### config.mk
export PLATFORM = sky130hd
export DESIGN_NAME = ex_mem_latch
export DESIGN_NICKNAME = d
export VERILOG_FILES = /design/src/rtl/ex_mem_latch.sv
export SDC_FILE = /design/constraint.sdc
export NUM_CORES = 1
export LEC_CHECK = 0
export BUFFER_PORTS_ARGS = -buffer_cell sky130_fd_sc_hd__buf_2
export CAP_MARGIN = 30
export CORE_ASPECT_RATIO = 1.2
export CORE_UTILIZATION = 48
export DETAILED_ROUTE_END_ITERATION = 10
export GPL_ROUTABILITY_DRIVEN = 0
export PLACE_DENSITY = 0.94
export SYNTH_ARGS = -nofsm -noshare
export SYNTH_HDL_FRONTEND = slang
export SYNTH_SLANG_ARGS = --single-unit
export TNS_END_PERCENT = 50
### constraint.sdc
create_clock -name clk -period 4.07 [get_ports clk]
set_clock_uncertainty 0.2 [all_clocks]
set_input_delay 0.6105 -clock clk [delete_from_list [all_inputs] [get_ports clk]]
set_output_delay 0.6105 -clock clk [all_outputs]
set_load 0.01 [all_outputs]
### src/rtl/ex_mem_latch.sv
// EX/MEM pipeline register with stall, flush, sticky halt and control-conflict error.
// Optional stall-cycle counter enabled by defining EX_MEM_PERF_EN.
module ex_mem_latch #(
  parameter int DATA_W = 16,
  parameter int REG_W  = 3
) (
  input  logic              clk,
  input  logic              rst,
  input  logic              Stall,
  input  logic              Flush,
  input  logic              Valid_In,
  input  logic [7:0]        Ctrl_In,
  input  logic [3:0]        Flags_In,
  input  logic [2:0]        SelFlag_In,
  input  logic [REG_W-1:0]  WR_In,
  input  logic [DATA_W-1:0] ALUResult_In,
  input  logic [DATA_W-1:0] RD2_In,
  input  logic [DATA_W-1:0] BJAddr_In,
  input  logic [DATA_W-1:0] PCInc_In,
  output logic              Valid_Out,
  output logic [7:0]        Ctrl_Out,
  output logic [3:0]        Flags_Out,
  output logic [2:0]        SelFlag_Out,
  output logic [REG_W-1:0]  WR_Out,
  output logic [DATA_W-1:0] ALUResult_Out,
  output logic [DATA_W-1:0] RD2_Out,
  output logic [DATA_W-1:0] BJAddr_Out,
  output logic [DATA_W-1:0] PCInc_Out,
  output logic              Halted,
  output logic              err,
  output logic [15:0]       StallCnt
);

  typedef enum logic {S_RUN, S_HALTED} state_t;

  state_t              state_q, state_d;
  logic                valid_q, valid_d;
  logic [7:0]          ctrl_q, ctrl_d;
  logic [3:0]          flags_q, flags_d;
  logic [2:0]          sel_q, sel_d;
  logic [REG_W-1:0]    wr_q, wr_d;
  logic [DATA_W-1:0]   alu_q, alu_d;
  logic [DATA_W-1:0]   rd2_q, rd2_d;
  logic [DATA_W-1:0]   bj_q, bj_d;
  logic [DATA_W-1:0]   pcinc_q, pcinc_d;
  logic                err_q, err_d;

  always_comb begin
    state_d = state_q;
    valid_d = valid_q;
    ctrl_d  = ctrl_q;
    flags_d = flags_q;
    sel_d   = sel_q;
    wr_d    = wr_q;
    alu_d   = alu_q;
    rd2_d   = rd2_q;
    bj_d    = bj_q;
    pcinc_d = pcinc_q;
    err_d   = err_q;
    if (state_q == S_RUN) begin
      if (Flush) begin
        valid_d = 1'b0;
        ctrl_d  = '0;
      end else if (!Stall) begin
        valid_d = Valid_In;
        ctrl_d  = Valid_In ? Ctrl_In : '0;
        flags_d = Flags_In;
        sel_d   = SelFlag_In;
        wr_d    = WR_In;
        alu_d   = ALUResult_In;
        rd2_d   = RD2_In;
        bj_d    = BJAddr_In;
        pcinc_d = PCInc_In;
        // Ctrl_In[0] is Halt; [2]/[1] are MemReadEn/MemWriteEn
        if (Valid_In && Ctrl_In[0]) state_d = S_HALTED;
        if (Valid_In && Ctrl_In[2] && Ctrl_In[1]) err_d = 1'b1;
      end
    end
  end

  always_ff @(posedge clk or negedge rst) begin
    if (!rst) begin
      state_q <= S_RUN;
      valid_q <= 1'b0;
      ctrl_q  <= '0;
      flags_q <= '0;
      sel_q   <= '0;
      wr_q    <= '0;
      alu_q   <= '0;
      rd2_q   <= '0;
      bj_q    <= '0;
      pcinc_q <= '0;
      err_q   <= 1'b0;
    end else begin
      state_q <= state_d;
      valid_q <= valid_d;
      ctrl_q  <= ctrl_d;
      flags_q <= flags_d;
      sel_q   <= sel_d;
      wr_q    <= wr_d;
      alu_q   <= alu_d;
      rd2_q   <= rd2_d;
      bj_q    <= bj_d;
      pcinc_q <= pcinc_d;
      err_q   <= err_d;
    end
  end

`ifdef EX_MEM_PERF_EN
  logic [15:0] stall_cnt_q;

  always_ff @(posedge clk or negedge rst) begin
    if (!rst) begin
      stall_cnt_q <= '0;
    end else if (state_q == S_RUN && Stall && !Flush && valid_q && stall_cnt_q != '1) begin
      stall_cnt_q <= stall_cnt_q + 16'd1;
    end
  end

  assign StallCnt = stall_cnt_q;
`else
  assign StallCnt = '0;
`endif

  assign Valid_Out     = valid_q;
  assign Ctrl_Out      = ctrl_q;
  assign Flags_Out     = flags_q;
  assign SelFlag_Out   = sel_q;
  assign WR_Out        = wr_q;
  assign ALUResult_Out = alu_q;
  assign RD2_Out       = rd2_q;
  assign BJAddr_Out    = bj_q;
  assign PCInc_Out     = pcinc_q;
  assign Halted        = (state_q == S_HALTED);
  assign err           = err_q;

endmodule

==> results of run 1 <==
## Yosys cell counts
cell       instances  area (sq um)
nor3_2             1          10.0
nand4bb_1          2          22.5
clkbuf_1           4          15.0
nand2b_1           7          43.8
mux2_2            25           282
nand2_1            9          33.8
or3b_1             1          8.76
conb_1             1          3.75
nor2_1             1          3.75
a31o_2             1          8.76
o211ai_1           6          45.0
a41o_1             1          10.0
buf_6              5          56.3
inv_1              3          11.3
buf_2              2          10.0
mux2_1            49           552
dfrtp_1           85          2130
nand3b_1           6          45.0
buf_4             17           128
o221ai_1           3          26.3
## path summary, 6_finish.rpt
check / slack (ns) / endpoint / start
min: 0.01 / BJAddr_Out[2] / rst
min reg2reg: 0.28 / BJAddr_Out[4] / BJAddr_Out[4]
min in group clk: 0.27 / RD2_Out[11] / RD2_In[11]
max: 2.04 / Halted / Halted
max reg2reg: 2.09 / ALUResult_Out[13] / Halted
max in group asynchronous: 3.05 / RD2_Out[8] / rst
## power by group through the flow
stage | combinational, mW | sequential (mW) | clock, mW
finish | 0.991 | 1.40 | 0.712
CTS | 1.01 | 1.41 | 0.737
floorplan | 0.318 | 1.59 | 0
global route | 1.08 | 1.46 | 0.765
detailed placement | 1.01 | 1.42 | 0
global placement | 0.965 | 1.39 | 0
## stage by stage
| stage | utilization, % | instance area, sq um | worst slack (ns) |
|---|---|---|---|
| finish | 66.0 | 4550 | 2.04 |
| global route | 66.0 | 4550 | 1.96 |
| CTS | 66.0 | 4550 | 2.01 |
| detailed placement | 62.4 | 4310 | 1.81 |
| global placement | 62.0 | 4280 | 1.86 |
| floorplan | - | 3500 | 2.28 |
## layout make-up
| cell class | count | share of cell area, % |
|---|---|---|
| multi-input cells | 128 | 25.4 |
| inverters | 3 | 0.247 |
| clock buffers | 9 | 2.72 |
| clock inverters | 7 | 2.69 |
| flip-flops and latches | 85 | 46.7 |
| well taps | 87 | 2.39 |
| repair buffers | 174 | 19.8 |
## logic make-up (layout without fill, tap and decap cells)
family	count (synthesis)	in the layout	share of synthesized area, %
DFF	85	85	61.8
muxes	74	74	24.2
buffers and inverters	31	193	6.40
and+or+nand+nor	27	27	4.87
AOI/OAI and AO/OA	11	11	2.62
other	1	16	0.109
## state kept, by name, indices dropped and copies added (netlist names)
register	cells
WR_Out	3
RD2_Out	16
BJAddr_Out	16
Valid_Out	1
Halted	1
err	1
Ctrl_Out	8
SelFlag_Out	3
PCInc_Out	16
ALUResult_Out	16
Flags_Out	4
## layer usage
layer / track usage (%) / up-vias / share of wire [%]
met5: 0 / - / 0
met4: 10.8 / 0 / 2.4
met3: 4.35 / 17 / 8.0
met2: 33.5 / 124 / 52
met1: 20.5 / 1168 / 38
li1: - / 1111 / -
==> metrics.txt, run 1 <==
run status complete, no violations; power density over the cells 682 nW/um^2; GRT Overall Usage between 10% and 20%; Seq pwr share 45.1%; fillcell total 530; Resized cells post-CTS 0; Hold Crit Class in -> async; Pins Over Slew Limit 0; CTS max path bufs 2; Crit path required time about 3.3 ns; Comb pwr share between 30% and 40%; largest delay contributor family on the critical path flip-flops; Vias/cell just under 5; Min Clock Period, post-route roughly 2.0 ns; core area 6900 sq um; warnings from Yosys 0; drt first pass iters 4; Tcrit/Tclk final 49.8%; clock power share 22.9%; Placement Rows 33; H-tree levels 3; critical path type reg -> out; total die area ~7500 sq um; antenna-violating nets left 0; setup TNS 0 ns; area of the multi-input gates 1160 sq um; Sw Ratio 31.4%; FF-to-FF path depth 3; die height approximately 95 um; Crit Path Max Fanout 15; Max Freq 0.494 GHz; Die X-Extent a little under 80 um; Avg WL per Cell 13.9 um; total CTS buffers 9; initial antenna violation count 0; most common cell after layout, fill and taps aside buf_2; WP buf/inv 1; worst skew pair latency roughly 0.34 ns; Crit path depth 1; CP Launch Type register; clock sink count 85; final non-filler cell total 493; GR Overflow Total 0; largest net degree at the start of global routing 49; DPL Wire Length 5.12 mm; Mapped Cells 229; proportion of layout cells with a drive suffix above 1 53.4%; input/output buffers 171; 1st-iter DRT viols 44; RSZ-0062 raised after global routing no; Placed Cells 477; first-pass GRT wire length 10.7 mm; internal power about 2.1 mW; P_leak 2.25 nW; Relative slew margins a little under two thirds; clock root cell clkbuf_8; clock-pin slew on the worst setup and hold paths 0.09 ns; CP max stage cell dfrtp_1; Hold Buf Count CTS 0; CTS tree done; register area 2130 sq um; Worst Tran Pin Value between 0.5 and 0.6 ns; P_sw 0.974 mW; ANT cells 0; most frequent cells in the layout 170 x buf_2, 85 x dfrtp_1, 49 x mux2_1; synthesized flop and latch total 85; Syn Area/Cell roughly 15 sq um; residual DRC count 0; Unique masters post-synth 20; Synth Cell Area approximately 3400 sq um; Nets 488; synthesis-to-layout area growth 32.2%; # setup viols final 0; critical path cell sequence buf_2; Seq/Total Area, Yosys 61.8%; DR vias 2,420; maximum VDD drop 0.000469 V; Initial Util 49.9%; CP peak stage delay 0.65 ns; wirelength, routed 6.83 mm; WP data arrival ~1.2 ns; number of max-cap violations 0; final hold violations 0; hold_ws 0.0139 ns; I/O pin cnt around 190; buffers inserted by post-CTS timing repair 0; vias in the first global route 2,409; Tot Pwr 3.10 mW; Setup crit end kind primary output
Note: power is estimated with default switching activity, not from simulation.
==> run 2, diff against run 1 <==
CORE_UTILIZATION = 44   (was 48)
PLACE_DENSITY = 0.88   (was 0.94)
clock period = 2 ns   (was 4.07 ns; I/O delays follow)
==> metrics.txt, run 2 (same netlist as run 1, synthesis figures left out) <==
first-pass GRT wire length approximately 14 mm; DR vias 2,701; critical path launch point Halted; Avg WL per Cell 16.0 um; critical path type reg -> reg; drt first pass iters 4; residual DRC count 0; Reg2Reg Setup Slack 0.37 ns; die height 98.9 um; P_leak ~2.6 nW; CP Launch Type register; Initial Util between 40% and 50%; worst skew pair latency ~0.34 ns; Place WS around 0.24 ns; WP data arrival 1.66 ns; Hold Crit Class in -> reg; FF-to-FF path depth 3; clock-pin slew on the worst setup and hold paths 0.08 ns; largest net degree at the start of global routing 39; WHS Endpoint Ctrl_Out[4]; fillcell total 505; synthesis-to-layout area growth 54.5%; Crit Path Max Fanout 14; clock root cell clkbuf_8; 1st-iter DRT viols 81; Pins Over Slew Limit 0; Min Clock Period, post-route between 1.5 and 2 ns; buffers inserted by post-CTS timing repair 0; most common cell after layout, fill and taps aside buf_2; wirelength, routed 9.23 mm; setup slack after layout 0.366 ns; CTS tree done; ANT cells 0; Max Freq just over 0.6 GHz; Vias/cell 4.68; Die X-Extent 82.7 um; GRT Overall Usage a little under a quarter; setup TNS 0 ns; Placement Rows 34; Tcrit/Tclk final 81.7%; initial antenna violation count 0; RR Endpoint PCInc_Out[3]; power density over the cells around 1200 nW/um^2; r2r startpoint Halted; min-delay src Ctrl_In[4]; Setup crit end kind register; H-tree levels 3; antenna-violating nets left 0; core area 7400 sq um; most frequent cells in the layout 170 x buf_2, 85 x dfrtp_1, 76 x dlygate4sd3_1; DPL Wire Length roughly 5.5 mm; WHS Path Cells 3; Nets between 500 and 600; total CTS buffers 9; Crit path required time approximately 2.0 ns; number of max-cap violations 0; input/output buffers 171; I/O pin cnt ~190; final hold violations 0; GR Overflow Total 0; total die area 8180 sq um; CTS max path bufs 2; run status complete, no violations; vias in the first global route 2,940; Tot Pwr 6.28 mW; maximum VDD drop 0.000774 V; proportion of layout cells with a drive suffix above 1 a little under half; RSZ-0062 raised after global routing no; # setup viols final 0; clock sink count 85
-- run 2: power by group --
part	internal [mW]	switching (mW)	total, mW	leakage, nW
combinational	1.13	1.07	2.20	1.50
sequential	2.48	0.421	2.90	0.979
clock	0.609	0.572	1.18	0.0964
-- run 2: area by class of cell --
| class | count | area, sq um | area share (%) |
|---|---|---|---|
| well taps | 90 | 113 | 2.12 |
| inverters | 3 | 11.3 | 0.212 |
| flip-flops and latches | 85 | 2130 | 40.0 |
| clock buffers | 12 | 145 | 2.73 |
| multi-input cells | 128 | 1160 | 21.8 |
| repair buffers | 255 | 1720 | 32.3 |
| clock inverters | 4 | 47.5 | 0.894 |
-- run 2: how the worst max path moves through the flow --
stage,end,cells after the start
after global routing,WR_Out[2],3
after global placement,SelFlag_Out[2],4
after floorplan,ALUResult_Out[0],4
final,PCInc_Out[3],3
after CTS,WR_Out[2],3
after detailed placement,PCInc_Out[6],4
-- run 2: what timing repair did --
action / in CTS / in global routing
hold buffers: 76 / 0
endpoints found under the hold margin: 160 / 0
resized for setup: 0 / 0
endpoints found under the setup margin: 0 / 0
-- run 2: through the flow --
stage          utilization (%)  std cells  area, sq um  hold slack, ns
4_1_cts                   71.8        577         5320         0.00579
3_3_place_gp              59.0        485         4360         -0.0222
3_5_place_dp              59.0        485         4360         -0.0180
2_1_floorplan                -        244         3500          -0.196
6_report                  71.8        577         5320          0.0257
5_1_grt                   71.8        577         5320          0.0191
-- run 2: critical path: stages, from the launching register on --
cell and delay, ns:
dfrtp_1 0.41, nor3_4 0.25, buf_4 0.29, mux2_2 0.37
-- run 2: per-layer routing --
layer,wire length [um],vias to the layer above,global-route usage [%]
li1,-,1264,-
met1,3260,1291,23.3
met2,5100,127,44.3
met3,692,19,6.11
met4,176,0,8.36
met5,0,-,0
==> run 3, diff against run 2 <==
CORE_UTILIZATION = 40   (was 44)
PLACE_DENSITY = 0.85   (was 0.88)
clock period = 1.36 ns   (was 2 ns; I/O delays follow)
==> metrics.txt, run 3 (same netlist as run 1, synthesis figures left out) <==
run status complete, but fails checks; failing checks setup timing; WP data arrival 1.68 ns; Crit Path Max Fanout 17; clock root cell clkbuf_8; area of the multi-input gates 1280 sq um; residual DRC count 0; vias in the first global route roughly 3,000; critical path type reg -> reg; Tot Pwr around 9.5 mW; 1st-iter DRT viols 55; Die X-Extent 86.7 um; CTS max path bufs 2; hold_ws approximately 0.056 ns; min-delay src Valid_In; P_leak 2.75 nW; die height 104 um; synthesis-to-layout area growth 64.1%; final hold violations 0; Max Freq 0.602 GHz; H-tree levels 3; GRT Overall Usage approximately a fifth; power density over the cells approximately 1700 nW/um^2; total die area 8980 sq um; core area 8240 sq um; DPL Wire Length roughly 5.3 mm; GR Overflow Total 0; RSZ-0062 raised after global routing yes; fillcell total 569; first-pass GRT wire length 14.1 mm; Avg WL per Cell 16.1 um; Min Clock Period, post-route 1.66 ns; input/output buffers 171; maximum VDD drop 0.000910 V; clock sink count between 80 and 90; Place WS -0.259 ns; register area 2130 sq um; Crit path required time 1.38 ns; most common cell after layout, fill and taps aside buf_2; proportion of layout cells with a drive suffix above 1 49.5%; wirelength, routed 9.88 mm; ANT cells 0; clock-pin slew on the worst setup and hold paths around 0.08 ns; largest net degree at the start of global routing between 80 and 90; Pins Over Slew Limit 0; worst skew pair latency 0.34 ns; Initial Util 41.8%; r2r startpoint Halted; I/O pin cnt 188; CP Launch Type register; total CTS buffers 9; antenna-violating nets left 0; most frequent cells in the layout 169 x buf_2, 85 x dfrtp_1, 83 x dlygate4sd3_1; final cell utilization of the core 68.5%; critical path launch point Halted; Placement Rows 36; Hold Crit Class in -> reg; number of max-cap violations 0; initial antenna violation count 0; # setup viols final 83; CTS tree done; Placed Instance Area 4400 sq um; Nets 583; drt first pass iters 4; setup slack after layout -0.302 ns; Design Area, Final 5650 sq um; Setup crit end kind register; DR vias 2,844; Vias/cell ~4.6; Tcrit/Tclk final 122%
==> run 3: cell count changes in the layout (fill, tap and decap cells not counted), sizes merged <==
| cell | delta |
|---|---|
| clkbuf | +6 |
| bufinv | -1 |
| dlygate4sd3 | +7 |
| buf | +4 |
| clkinvlp | -1 |
| clkinv | -1 |
==> run 3: worst paths after layout <==
check | end | slack (ns) | cells after the start
setup / recovery | BJAddr_Out[1] | -0.30 | 4
hold / removal | Halted | 0.06 | 3
setup reg to reg | BJAddr_Out[1] | -0.30 | 4
hold reg to reg | err | 0.27 | 1
max in group asynchronous | ALUResult_Out[7] | 0.35 | 3
min in group asynchronous | PCInc_Out[9] | 0.25 | 3
==> run 3: worst max-delay path, cell delays in order, from the launching register on <==
cell and delay, ns:
dfrtp_1 0.42, nor3_4 0.22, buf_6 0.16, clkbuf_16 0.19, mux2_1 0.34
==> run 3: layout make-up <==
class | instances | share of cell area [%]
sequential | 85 | 37.7
timing repair buffer | 269 | 33.9
multi-input combinational | 128 | 22.6
clock buffer | 15 | 2.95
tap | 114 | 2.53
inverter | 3 | 0.199
clock inverter | 1 | 0.0886
==> run 3: per-layer routing <==
metal	wire length (um)	vias up	share of wire, %	track usage (%)
li1	-	1301	-	-
met1	3700	1397	37	20.9
met2	5450	125	55	38.3
met3	513	21	5.2	4.54
met4	214	0	2.2	9.17
met5	0	-	0	0
==> run 3: metrics by stage <==
stage / TNS (ns) / std cells
after floorplan: -13.34 / 244
after global placement: -15.51 / 510
after detailed placement: -17.60 / 510
after CTS: -18.65 / 609
after global routing: -23.09 / 615
final: -20.29 / 615
==> run 3: repair_timing <==
action / in CTS / in global routing
endpoints found under the setup margin: 85 / 85
pin swaps: 7 / 6
gates cloned: 0 / 4
hold endpoints to repair: 167 / 0
resized for setup: 3 / 34
buffers inserted: 0 / 2
hold buffers: 83 / 0
==> run 3: power by group <==
part / switching (mW) / leakage (nW) / internal (mW)
clock: 0.822 / 0.0877 / 0.766
combinational: 1.61 / 1.68 / 1.97
sequential: 0.639 / 0.979 / 3.64
total: 3.07 / 2.75 / 6.38
